### config.mk
export PLATFORM = sky130hd
export DESIGN_NAME = clamp_sched
export DESIGN_NICKNAME = d
export VERILOG_FILES = /design/src/rtl/clamp_sched.sv
export SDC_FILE = /design/constraint.sdc
export NUM_CORES = 1
export LEC_CHECK = 0
export BUFFER_PORTS_ARGS = -buffer_cell sky130_fd_sc_hd__buf_2
export CAP_MARGIN = 20
export CORE_ASPECT_RATIO = 1.4
export CORE_MARGIN = 2
export CORE_UTILIZATION = 40
export CTS_CLUSTER_DIAMETER = 50
export DETAILED_ROUTE_END_ITERATION = 7
export GPL_TIMING_DRIVEN = 0
export PLACE_DENSITY = 0.65
export SLEW_MARGIN = 10
export SYNTH_ARGS = -nofsm -noshare
export SYNTH_HDL_FRONTEND = slang
export SYNTH_SLANG_ARGS = --single-unit
### constraint.sdc
create_clock -name clk -period 2.9 [get_ports clk]
set_input_delay 0.145 -clock clk [delete_from_list [all_inputs] [get_ports clk]]
set_output_delay 0.145 -clock clk [all_outputs]
set_load 0.05 [all_outputs]
### src/rtl/clamp_sched.sv
// Round-robin arbiter feeding a shared two-stage signed saturating clamp,
// with per-channel saturation event counters.
module clamp_sched #(
  parameter int NCH  = 4,
  parameter int CHW  = 2,
  parameter int INW  = 16,
  parameter int OUTW = 8,
  parameter int CNTW = 8
) (
  input  logic                clk,
  input  logic                i_nrst,
  input  logic [NCH-1:0]      req_valid,
  input  logic [NCH*INW-1:0]  req_data,
  output logic [NCH-1:0]      req_ready,
  output logic                out_valid,
  input  logic                out_ready,
  output logic [OUTW-1:0]     out_data,
  output logic [CHW-1:0]      out_ch,
  output logic                out_sat,
  input  logic                clr_cnt,
  output logic [NCH*CNTW-1:0] sat_cnt
);

  localparam logic [OUTW-1:0] CLAMP_MAX = {1'b0, {(OUTW-1){1'b1}}};
  localparam logic [OUTW-1:0] CLAMP_MIN = {1'b1, {(OUTW-1){1'b0}}};

  // Handshake: a word moves on channel k in a cycle where req_valid[k] and
  // req_ready[k] are both high at the rising edge; out_* likewise moves on
  // out_valid && out_ready. Producers hold req_data stable until accepted.

  logic [CHW-1:0]  ptr;
  logic            advance;
  logic            grant_found;
  logic [CHW-1:0]  grant_ch;
  logic [CHW-1:0]  search_idx;
  logic            xfer;
  logic [INW-1:0]  grant_word;

  logic            s1_valid;
  logic [INW-1:0]  s1_data;
  logic [CHW-1:0]  s1_ch;

  logic [OUTW-1:0] clamp_res;
  logic            clamp_sat;
  logic            cnt_inc;
  logic [CNTW-1:0] cnt_q [NCH];

  // The whole pipeline stalls only when a held output is refused.
  assign advance = !(out_valid && !out_ready);

  always_comb begin
    grant_found = 1'b0;
    grant_ch    = '0;
    search_idx  = '0;
    for (int i = 0; i < NCH; i++) begin
      search_idx = ptr + CHW'(i);
      if (!grant_found && req_valid[search_idx]) begin
        grant_found = 1'b1;
        grant_ch    = search_idx;
      end
    end
  end

  assign xfer       = grant_found && advance;
  assign req_ready  = xfer ? (NCH'(1) << grant_ch) : '0;
  assign grant_word = req_data[grant_ch*INW +: INW];

  always_ff @(posedge clk or negedge i_nrst) begin
    if (!i_nrst) begin
      ptr <= '0;
    end else if (xfer) begin
      ptr <= grant_ch + CHW'(1);
    end
  end

  always_ff @(posedge clk or negedge i_nrst) begin
    if (!i_nrst) begin
      s1_valid <= 1'b0;
      s1_data  <= '0;
      s1_ch    <= '0;
    end else if (advance) begin
      s1_valid <= xfer;
      s1_data  <= grant_word;
      s1_ch    <= grant_ch;
    end
  end

  // In range exactly when the discarded upper bits are a sign extension.
  always_comb begin
    clamp_res = s1_data[OUTW-1:0];
    clamp_sat = 1'b0;
    if (!((&s1_data[INW-1:OUTW-1]) || !(|s1_data[INW-1:OUTW-1]))) begin
      clamp_sat = 1'b1;
      clamp_res = s1_data[INW-1] ? CLAMP_MIN : CLAMP_MAX;
    end
  end

  always_ff @(posedge clk or negedge i_nrst) begin
    if (!i_nrst) begin
      out_valid <= 1'b0;
      out_data  <= '0;
      out_ch    <= '0;
      out_sat   <= 1'b0;
    end else if (advance) begin
      out_valid <= s1_valid;
      out_data  <= clamp_res;
      out_ch    <= s1_ch;
      out_sat   <= clamp_sat;
    end
  end

  assign cnt_inc = advance && s1_valid && clamp_sat;

  // Counters saturate at all-ones; clear wins over a same-cycle increment.
  always_ff @(posedge clk or negedge i_nrst) begin
    if (!i_nrst) begin
      for (int k = 0; k < NCH; k++) cnt_q[k] <= '0;
    end else if (clr_cnt) begin
      for (int k = 0; k < NCH; k++) cnt_q[k] <= '0;
    end else if (cnt_inc && (cnt_q[s1_ch] != {CNTW{1'b1}})) begin
      cnt_q[s1_ch] <= cnt_q[s1_ch] + CNTW'(1);
    end
  end

  for (genvar g = 0; g < NCH; g++) begin : g_cnt_out
    assign sat_cnt[g*CNTW +: CNTW] = cnt_q[g];
  end

endmodule

# Word-level counts from Yosys, hierarchy flattened
# Index checks and enable logic that the tools add are counted.
# word_totals
reg_bits,65
in_bits,72
out_inout_bits,48
wordCells,74
# op_classes
add_sub_neg,5
magnitude_cmp,6
eq_ne,1
n_shift,2
muxes,28
bitwise_logic,1
n_reduce_logical,19
# ops
operator,count
$mux W32,2
$shiftx A64 B7 Y16,1
$mux W8,5
$bwmux W32,1
$bmux W8 S2,1
$demux W8 S2,1
$lt A2 B3 Y1 const B,4
$logic_and A1 B1 Y1,9
$mux W1,9
$reduce_and A9 Y1,1
$reduce_or A9 Y1,1
$add A8 B1 Y8 const B,1
$bmux W1 S2,4
$mux W2,4
$ne A8 B8 Y1 const B,1
$logic_not A1 Y1,6
$add A2 B1 Y2 const B,2
$add A2 B2 Y2 const B,2
$mux W4,1
$shl A1 B2 Y4 const A,1
$ge A3 B3 Y1 const B,1
$lt A3 B1 Y1 const B,1
$not A2 Y3,1
$reduce_bool A2 Y1,1
$logic_or A1 B1 Y1,1

# Logic depth before layout (Yosys ltp)
# Gate-level depths: netlist of run 1.
# logic_depth
depth_word,14
mapped_depth,8
mapped_depth_nobuf,6

# Least setup slack after synthesis of run 1
# Ideal clock, no wire load.
# synth_timing
kind,register -> output
from,reg ptr[1]
to,out req_ready[1]
t_arrival_ps,2131
required_ps,2755
slack_ps,624
stages_incl_launch_ff,8
path_buffers,2
path_cell_list,dfrtp_1 buf_2 mux2i_1 nor2_1 nor3_2 buf_2 nand2_1 nor2_1
# synth_between
elab_chain_len,14
word_cells_on_any_way,28
cone_classes,add/sub (3); shift (1); mux (17); reduce/logical (7)
# synth_lines
element,line,text
from (decl),31,logic [CHW-1:0] ptr;
from (signal assigned),72,ptr <= grant_ch + CHW'(1);
branches (longest 13 deep; another with $add A2 B1 Y2),--,
$mux W4 (*),65,assign req_ready = xfer ? (NCH'(1) << grant_ch) : '0;
to (decl),14,"output logic [NCH-1:0] req_ready,"
# Mark *: on every way between the ends. The select of a mux whose other input is x is not followed.

# Final worst setup path of run 1
# layout_timing
from,reg ptr[1]
to,out req_ready[2]
# Same word-level chain as after synthesis.

==> results of run 1 <==
[where the power goes]
group	internal, mW	switching [mW]	leakage, nW
clock network	0.703	0.376	0.148
logic	0.494	1.06	1.23
registers	1.10	0.135	0.819
total	2.30	1.57	2.19
[timing repair]
| item | in CTS | in global routing |
|---|---|---|
| gates resized for setup | 0 | 1 |
| buffers inserted | 0 | 0 |
| hold endpoints to repair | 65 | 0 |
| endpoints found under the setup margin | 0 | 1 |
| hold buffers | 1 | 0 |
[worst reg2reg max path, stage by stage, from the launching register on]
cell      delay [ns]
dfrtp_1         0.33
buf_6           0.16
buf_2           0.24
mux4_2          0.65
ha_1            0.36
and4_4          0.21
buf_12          0.15
nor2_4          0.17
a211oi_1        0.11
[cells in the mapped netlist, types with 5 or more instances]
cell type / number
nor4b_1: 17
mux4_1: 5
nor3_1: 26
a31oi_1: 7
a21oi_1: 37
nand3_1: 11
a211oi_1: 47
nand2_1: 42
dfrtp_1: 65
and3_1: 5
clkbuf_1: 23
nor2_1: 16
buf_2: 9
o31a_1: 16
o31ai_1: 16
[cell families (layout without fill, tap and decap cells)]
logic type / Yosys count / in the layout / share of synthesized area
flops: 65 / 65 / 0.4236
fa+ha+maj: 1 / 1 / 0.003258
compound gates: 134 / 134 / 0.2382
mux: 9 / 9 / 0.05442
xor+xnor: 7 / 7 / 0.01597
simple gates: 141 / 141 / 0.2053
buf+inv: 42 / 176 / 0.05930
[layout make-up]
cell class,count,area (sq um),share of cell area
clock buffer,12,256.5,0.05252
tap,110,137.6,0.02818
inverter,1,3.754,0.0007686
sequential,65,1627,0.3331
buffer,41,224.0,0.04586
clock inverter,3,40.04,0.008199
timing repair buffer,119,603.1,0.1235
multi-input combinational,292,1992,0.4079
[through the flow]
stage          std cells  area [sq um]  hold slack, ns  power, mW  utilization
2_1_floorplan        399          3840         -0.1506      2.363            -
3_3_place_gp         627          4568          0.3868      2.761       0.4856
3_5_place_dp         627          4571          0.2960      2.789       0.4859
4_1_cts              643          4877         0.03814      3.877       0.5185
5_1_grt              643          4883         0.05362      4.082       0.5192
6_report             643          4883         0.04947      3.868       0.5192
[registers in the layout (all words and copies together) (netlist names)]
register / flops
out_sat: 1
out_valid: 1
out_data: 8
s1_data: 16
ptr: 2
s1_ch: 2
sat_cnt: 32
s1_valid: 1
out_ch: 2
[metal layers]
layer,vias up,GRT usage
li1,1808,-
met1,1787,0.2614
met2,207,0.4012
met3,42,0.03439
met4,0,0.1309
met5,-,0
[worst paths after layout]
check / startpoint / slack [ns] / endpoint
min: clr_cnt / 0.05 / sat_cnt[26]
max reg2reg: s1_ch[0] / 0.39 / sat_cnt[16]
max in group asynchronous: i_nrst / 1.90 / ptr[1]
min in group asynchronous: i_nrst / 0.45 / sat_cnt[22]
max: ptr[1] / 0.15 / req_ready[2]
min reg2reg: out_data[7] / 0.48 / out_data[7]
==> qor.yml, run 1 <==
hpwl_mm: 8.752
path_clk_slew_ns: 0.05
nets: 602
first_pass_iters: 5
port_buffers: 118
ys_ff_latch: 65
top_layer_used: "met4"
status: "finished clean"
syn_inst: 399
critical_path_cell_count: 8
cp_top_family: "buffers and inverters"
syn_area_sq_um: 3840
grt_usage: 0.2301
post-place-ws_ns: 0.4070
peakVddDrop_mv: 0.3248
synth_top_area_cell: "dfrtp_1"
async_flop_share: 1.000
antenna_cells: 0
antenna_left: 0
cts_root_buffer: "clkbuf_16"
drive_gt1_frac: 0.3058
cp_num_buf_inv: 4
synth_edf_count: 0
die_w_microns: 86.81
grt_overflow_total: 0
setup_viol_count_final: 0
fin_skew_ns: 0.005916
synth_top_area_share: 0.4236
finalHoldViolCount: 0
die-area_sq_um: 10410
wl_met1_mm: 4.247
yosysSeqAreaShare: 0.4236
leakagePower_nw: 2.194
path_max_fanout: 10
finalSetupTns_ns: 0
insertion_delay_ns: 0.34
io_pins: 120
grt_antenna_before_repair: 0
rsz0062_at_grt: "no"
yosysWarnings: 0
met3_length_microns: 852
critPathCaptureType: "primary output"
syn_area_per_cell_sq_um: 9.624
rr_worst_depth: 8
dr_total_vias: 3844
holdPathStages: 2
syn_to_final_growth_pct: 27.17
tightest_slew_ns: 0.8687
cts_max_path_buffers: 2
path_cells: "buf_2, nand2b_1, a21oi_1, or3_1, buf_2, buf_4, and3_1, buf_2"
initialDrtViolationCount: 210
hold_path_class: "input pin to flop"
slowest_delay_ns: 0.59
yosys-top-cells-area: "dfrtp_1, a211oi_1, a21oi_1"
fill_cells: 905
worst_slack_ns: 0.1518
report.final.slew_viol_count: 0
cpMostUsedCell: "buf_2"
p_per_area_nw_per_um2: 792.1
htreeDepth: 3
grt_max_degree: 66
dr_wl_met2_mm: 5.986
gp_congestion: 0.9207
fmax_mhz: 363.9
cp-start-kind: "flop"
grt_pass1_wl_mm: 18.81
worstPathRequired_ns: 2.76
clock-sinks: 65
avgRoutedWirePerCell_microns: 17.91
core-area_sq_um: 9407
cts_tree: "built"
wl_mm: 11.52
synthFlopType: "dfrtp_1"
start_util: 0.4082
slowest_stage: "a21oi_1"
synthDistinctLibCells: 43
layout_common_cells: "buf_2, dfrtp_1, a211oi_1, nand2_1, a21oi_1"
grt_pass1_vias: 3921
relSlewSlack: 0.4208
drc: 0
cp_data_arrival_time_ns: 2.60
fin_crit_ns: 2.748
num_rows: 42
max_cap_violations: 0
die_h_microns: 119.9
min_period_over_period: 0.9476
vias_per_cell: 5.978
path_class: "flop to primary output"
layout.cells.most_common: "buf_2"
syn_nets: 472
cts_buffers: 9
Note: power is estimated with default switching activity, not from simulation.
==> inputs of run 2 (changes only) <==
--- a/config.mk
+++ b/config.mk
@@ -13,7 +13,7 @@
 export CTS_CLUSTER_DIAMETER = 50
 export DETAILED_ROUTE_END_ITERATION = 7
 export GPL_TIMING_DRIVEN = 0
-export PLACE_DENSITY = 0.65
+export PLACE_DENSITY = 0.67
 export SLEW_MARGIN = 10
 export SYNTH_ARGS = -nofsm -noshare
 export SYNTH_HDL_FRONTEND = slang
==> run 2 against run 1 <==
Register-to-register slack barely moved; clock-buffer cell count did not move; utilization rose by 0.15 points; maximum frequency rose by 2.0%; routed wire length fell by 1.2%; first-iteration DRC count rose by 16%; global-route usage fell by 0.57 points; worst hold slack got worse by 0.0022 ns; critical path type unchanged.
==> qor.yml, run 2 (synthesized netlist as in run 1, its figures left out) <==
status: "finished clean"
reg2reg_slack_ns: 0.39
cts_setup_buffers: 0
antenna_left: 0
layout.cells.most_common: "buf_2"
nets: 602
critPathCaptureType: "primary output"
path_clk_slew_ns: 0.05
grt_pass1_wl_mm: 18.37
cts_tree: "built"
path_max_fanout: 10
cts_buffers: 9
cpMostUsedCell: "buf_2"
vias_per_cell: 5.857
die_h_microns: 119.9
min_period_over_period: 0.9288
path_class: "flop to primary output"
cp_data_arrival_time_ns: 2.55
wl_mm: 11.38
fin_skew_ns: 0.006234
grt_antenna_before_repair: 0
regArea_sq_um: 1627
insertion_delay_ns: 0.33
grt_usage: 0.2245
fill_cells: 881
initialDrtViolationCount: 243
start_util: 0.4082
report.final.slew_viol_count: 0
clock-sinks: 65
rsz0062_at_grt: "no"
num_rows: 42
tightest_slew_ns: 0.8422
path_cells: "buf_2, mux2i_1, nor2_1, nor3_2, buf_2, nand2_1, nor2_1, buf_2"
postLayoutCellArea_sq_um: 4897
relSlewSlack: 0.4385
setup_viol_count_final: 0
p_per_area_nw_per_um2: 798.4
grt_overflow_total: 0
finalSetupTns_ns: 0
max_cap_violations: 0
gp_congestion: 0.9245
antenna_cells: 0
dpl.cell_count: 627
hold_path_class: "input pin to flop"
cts_root_buffer: "clkbuf_16"
finalHoldViolCount: 0
avgRoutedWirePerCell_microns: 17.67
worst_slack_ns: 0.2065
peakVddDrop_mv: 0.3720
core-area_sq_um: 9407
grt_max_degree: 66
drive_gt1_frac: 0.3090
leakagePower_nw: 2.196
syn_to_final_growth_pct: 27.53
grt_pass1_vias: 3734
hpwl_mm: 8.666
first_pass_iters: 4
layout_common_cells: "buf_2, dfrtp_1, a211oi_1, nand2_1, a21oi_1"
post-place-ws_ns: 0.4004
die_w_microns: 86.81
die-area_sq_um: 10410
cts_max_path_buffers: 2
slowest_stage: "nor3_2"
multiInputGateArea_sq_um: 1986
io_pins: 120
fin_crit_ns: 2.693
largest_reg_flops: 32
cp_num_buf_inv: 3
instances_no_fill: 644
cp_top_family: "simple AND/OR/NAND/NOR gates"
slowest_delay_ns: 0.48
port_buffers: 118
dr_total_vias: 3772
drc: 0
placed_area_sq_um: 4571
worstPathRequired_ns: 2.76
fmax_mhz: 371.3
cp-start-kind: "flop"
htreeDepth: 3
-- run 2: through the flow --
| stage | hold slack [ns] | power, mW | util |
|---|---|---|---|
| 2_1_floorplan | -0.1506 | 2.363 | - |
| 3_3_place_gp | 0.3863 | 2.758 | 0.4856 |
| 3_5_place_dp | 0.2919 | 2.789 | 0.4859 |
| 4_1_cts | 0.03489 | 3.922 | 0.5206 |
| 5_1_grt | 0.06162 | 4.110 | 0.5206 |
| 6_report | 0.04731 | 3.910 | 0.5206 |
-- run 2: where the power goes --
group / total (mW) / internal (mW) / switching (mW)
Clock: 1.13 / 0.733 / 0.399
Sequential: 1.24 / 1.10 / 0.137
Combinational: 1.54 / 0.492 / 1.05
-- run 2: repair_timing --
item | 4_1_cts | 5_1_grt
hold endpoints to repair | 65 | 0
hold buffers | 1 | 0
gates resized for setup | 0 | 0
-- run 2: cell type report --
cell class / count / area share
buffer: 41 / 0.04573
inverter: 1 / 0.0007665
timing repair buffer: 119 / 0.1231
clock buffer: 12 / 0.05442
multi-input combinational: 292 / 0.4055
sequential: 65 / 0.3321
tap: 110 / 0.02810
clock inverter: 4 / 0.01022
-- run 2: final timing paths --
| path | startpoint | endpoint | depth (start not counted) |
|---|---|---|---|
| hold / removal | clr_cnt | sat_cnt[27] | 2 |
| setup reg to reg | s1_ch[0] | sat_cnt[28] | 8 |
| max in group asynchronous | i_nrst | s1_data[12] | 2 |
| setup / recovery | ptr[1] | req_ready[1] | 8 |
| hold reg to reg | out_data[7] | out_data[7] | 2 |
| min in group asynchronous | i_nrst | sat_cnt[24] | 2 |
-- run 2: worst register-to-register path, cell delays in order (launching register included) --
cell and delay (ns):
dfrtp_1 0.34, buf_6 0.15, buf_2 0.25, mux4_2 0.65, ha_1 0.35, and4_4 0.20
buf_6 0.14, nor3_1 0.21, nor3_1 0.08
-- run 2: layer usage --
metal  GRT usage  part of all wire
met1      0.2589              0.39
met2      0.3960              0.53
met3     0.04952             0.063
met4     0.08691             0.024
met5           0                 0
==> inputs of run 3 (changes only) <==
--- a/config.mk
+++ b/config.mk
@@ -8,12 +8,12 @@
 export BUFFER_PORTS_ARGS = -buffer_cell sky130_fd_sc_hd__buf_2
 export CAP_MARGIN = 20
 export CORE_ASPECT_RATIO = 1.4
-export CORE_MARGIN = 2
-export CORE_UTILIZATION = 40
+export CORE_MARGIN = 5
+export CORE_UTILIZATION = 50
 export CTS_CLUSTER_DIAMETER = 50
 export DETAILED_ROUTE_END_ITERATION = 7
 export GPL_TIMING_DRIVEN = 0
-export PLACE_DENSITY = 0.67
+export PLACE_DENSITY = 0.8
 export SLEW_MARGIN = 10
 export SYNTH_ARGS = -nofsm -noshare
 export SYNTH_HDL_FRONTEND = slang
==> run 3 against run 2 <==
Via count rose by 0.45%; cell area fell by 2.7%; clock skew fell by 0.0011 ns; first-iteration DRC count fell by 21%; register-to-register slack got worse by 0.04 ns; final cell count fell by 2.0%; combinational power barely moved; die area fell by 8.2%; critical path depth fell by 1; sequential share of layout area rose by 0.92 points; critical path type unchanged; critical endpoint is now req_ready[0].
==> qor.yml, run 3 (synthesized netlist as in run 1, its figures left out) <==
status: "finished clean"
antenna_left: 0
grt_overflow_total: 0
layout_common_cells: "buf_2, dfrtp_1, a211oi_1, nand2_1, a21oi_1"
grt_usage: 0.2406
cp_data_arrival_time_ns: 2.54
die-area_sq_um: 9557
fin_hold_ws_ns: 0.03159
hpwl_mm: 8.752
drive_gt1_frac: 0.3090
grt_max_degree: 66
rr_endpoint: "sat_cnt[10]"
worstPathRequired_ns: 2.76
max_cap_violations: 0
avgRoutedWirePerCell_microns: 17.95
critPathCaptureType: "primary output"
multiInputGateArea_sq_um: 1992
die_w_microns: 84.07
cts_root_buffer: "clkbuf_8"
worst_slack_ns: 0.2117
post-place-ws_ns: 0.3781
grt_pass1_wl_mm: 18.66
grt_antenna_before_repair: 0
io_pins: 120
r2r-start: "s1_ch[0]"
wl_mm: 11.33
utilization: 0.6434
initialDrtViolationCount: 193
fin_skew_ns: 0.005148
path_max_fanout: 10
fin_crit_ns: 2.688
gp_congestion: 0.9965
cp-start-kind: "flop"
p_per_area_nw_per_um2: 742.9
leakagePower_nw: 2.137
finalHoldViolCount: 0
syn_to_final_growth_pct: 24.11
fill_cells: 646
critPathLaunch: "ptr[1]"
num_rows: 37
fmax_mhz: 372.0
cts_tree: "built"
instances_no_fill: 631
rr_worst_depth: 8
cts_max_path_buffers: 2
rsz0062_at_grt: "no"
htreeDepth: 3
peakVddDrop_mv: 0.4324
core-area_sq_um: 7407
regArea_sq_um: 1627
grt_pass1_vias: 3996
vias_per_cell: 6.005
largest_reg_flops: 32
report.final.slew_viol_count: 0
start_util: 0.5184
clock-sinks: 65
layout.cells.most_common: "buf_2"
hold_path_class: "input pin to flop"
min_period_over_period: 0.9270
holdPathEnd: "sat_cnt[27]"
dr_total_vias: 3789
dpl.cell_count: 614
antenna_cells: 0
relSlewSlack: 0.4427
insertion_delay_ns: 0.35
finalSetupTns_ns: 0
path_clk_slew_ns: 0.07
port_buffers: 118
cts_buffers: 9
first_pass_iters: 5
drc: 0
setup_viol_count_final: 0
path_class: "flop to primary output"
die_h_microns: 113.7
hp-start: "clr_cnt"
holdPathStages: 2
tightest_slew_ns: 0.8360
nets: 602
reg2reg_slack_ns: 0.35
cts_setup_buffers: 0
run 3: timing repair:
action                                  4_1_cts  5_1_grt
endpoints found under the hold margin        65        0
endpoints found under the setup margin        0        2
hold buffers                                  1        0
gates resized for setup                       0        1
run 3: layer usage:
| layer | global-route usage | share of wire | vias to the layer above |
|---|---|---|---|
| li1 | - | - | 1791 |
| met1 | 0.2705 | 0.37 | 1812 |
| met2 | 0.4468 | 0.54 | 162 |
| met3 | 0.04480 | 0.070 | 24 |
| met4 | 0.09120 | 0.020 | 0 |
| met5 | 0 | 0 | - |
run 3: power breakdown:
group | switching, mW | internal [mW]
registers | 0.138 | 1.10
clock network | 0.363 | 0.394
logic | 1.05 | 0.494
total | 1.55 | 1.99
run 3: worst max-delay path: stages (launching register included):
cell     delay (ns)
dfrtp_1        0.32
buf_2          0.17
a21oi_1        0.08
o21a_1         0.19
o22ai_1        0.64
buf_2          0.35
and3_1         0.18
buf_2          0.26
run 3: layout make-up:
class | count | share of cell area
buffer | 41 | 0.04699
clock inverter | 7 | 0.01496
multi-input combinational | 292 | 0.4180
tap | 97 | 0.02547
timing repair buffer | 119 | 0.1265
inverter | 1 | 0.0007876
sequential | 65 | 0.3413
clock buffer | 9 | 0.02599
run 3: how the worst max path moves through the flow:
stage	to	cells past startpoint
finish	req_ready[0]	7
CTS	req_ready[3]	8
detailed placement	sat_cnt[10]	8
floorplan	req_ready[1]	7
global placement	sat_cnt[26]	8
global route	req_ready[0]	7
run 3: per-stage QoR:
| stage | total power, mW | area [sq um] |
|---|---|---|
| after global routing | 3.721 | 4766 |
| final | 3.540 | 4766 |
| after global placement | 2.747 | 4552 |
| after detailed placement | 2.788 | 4554 |
| after CTS | 3.533 | 4760 |
| after floorplan | 2.363 | 3840 |
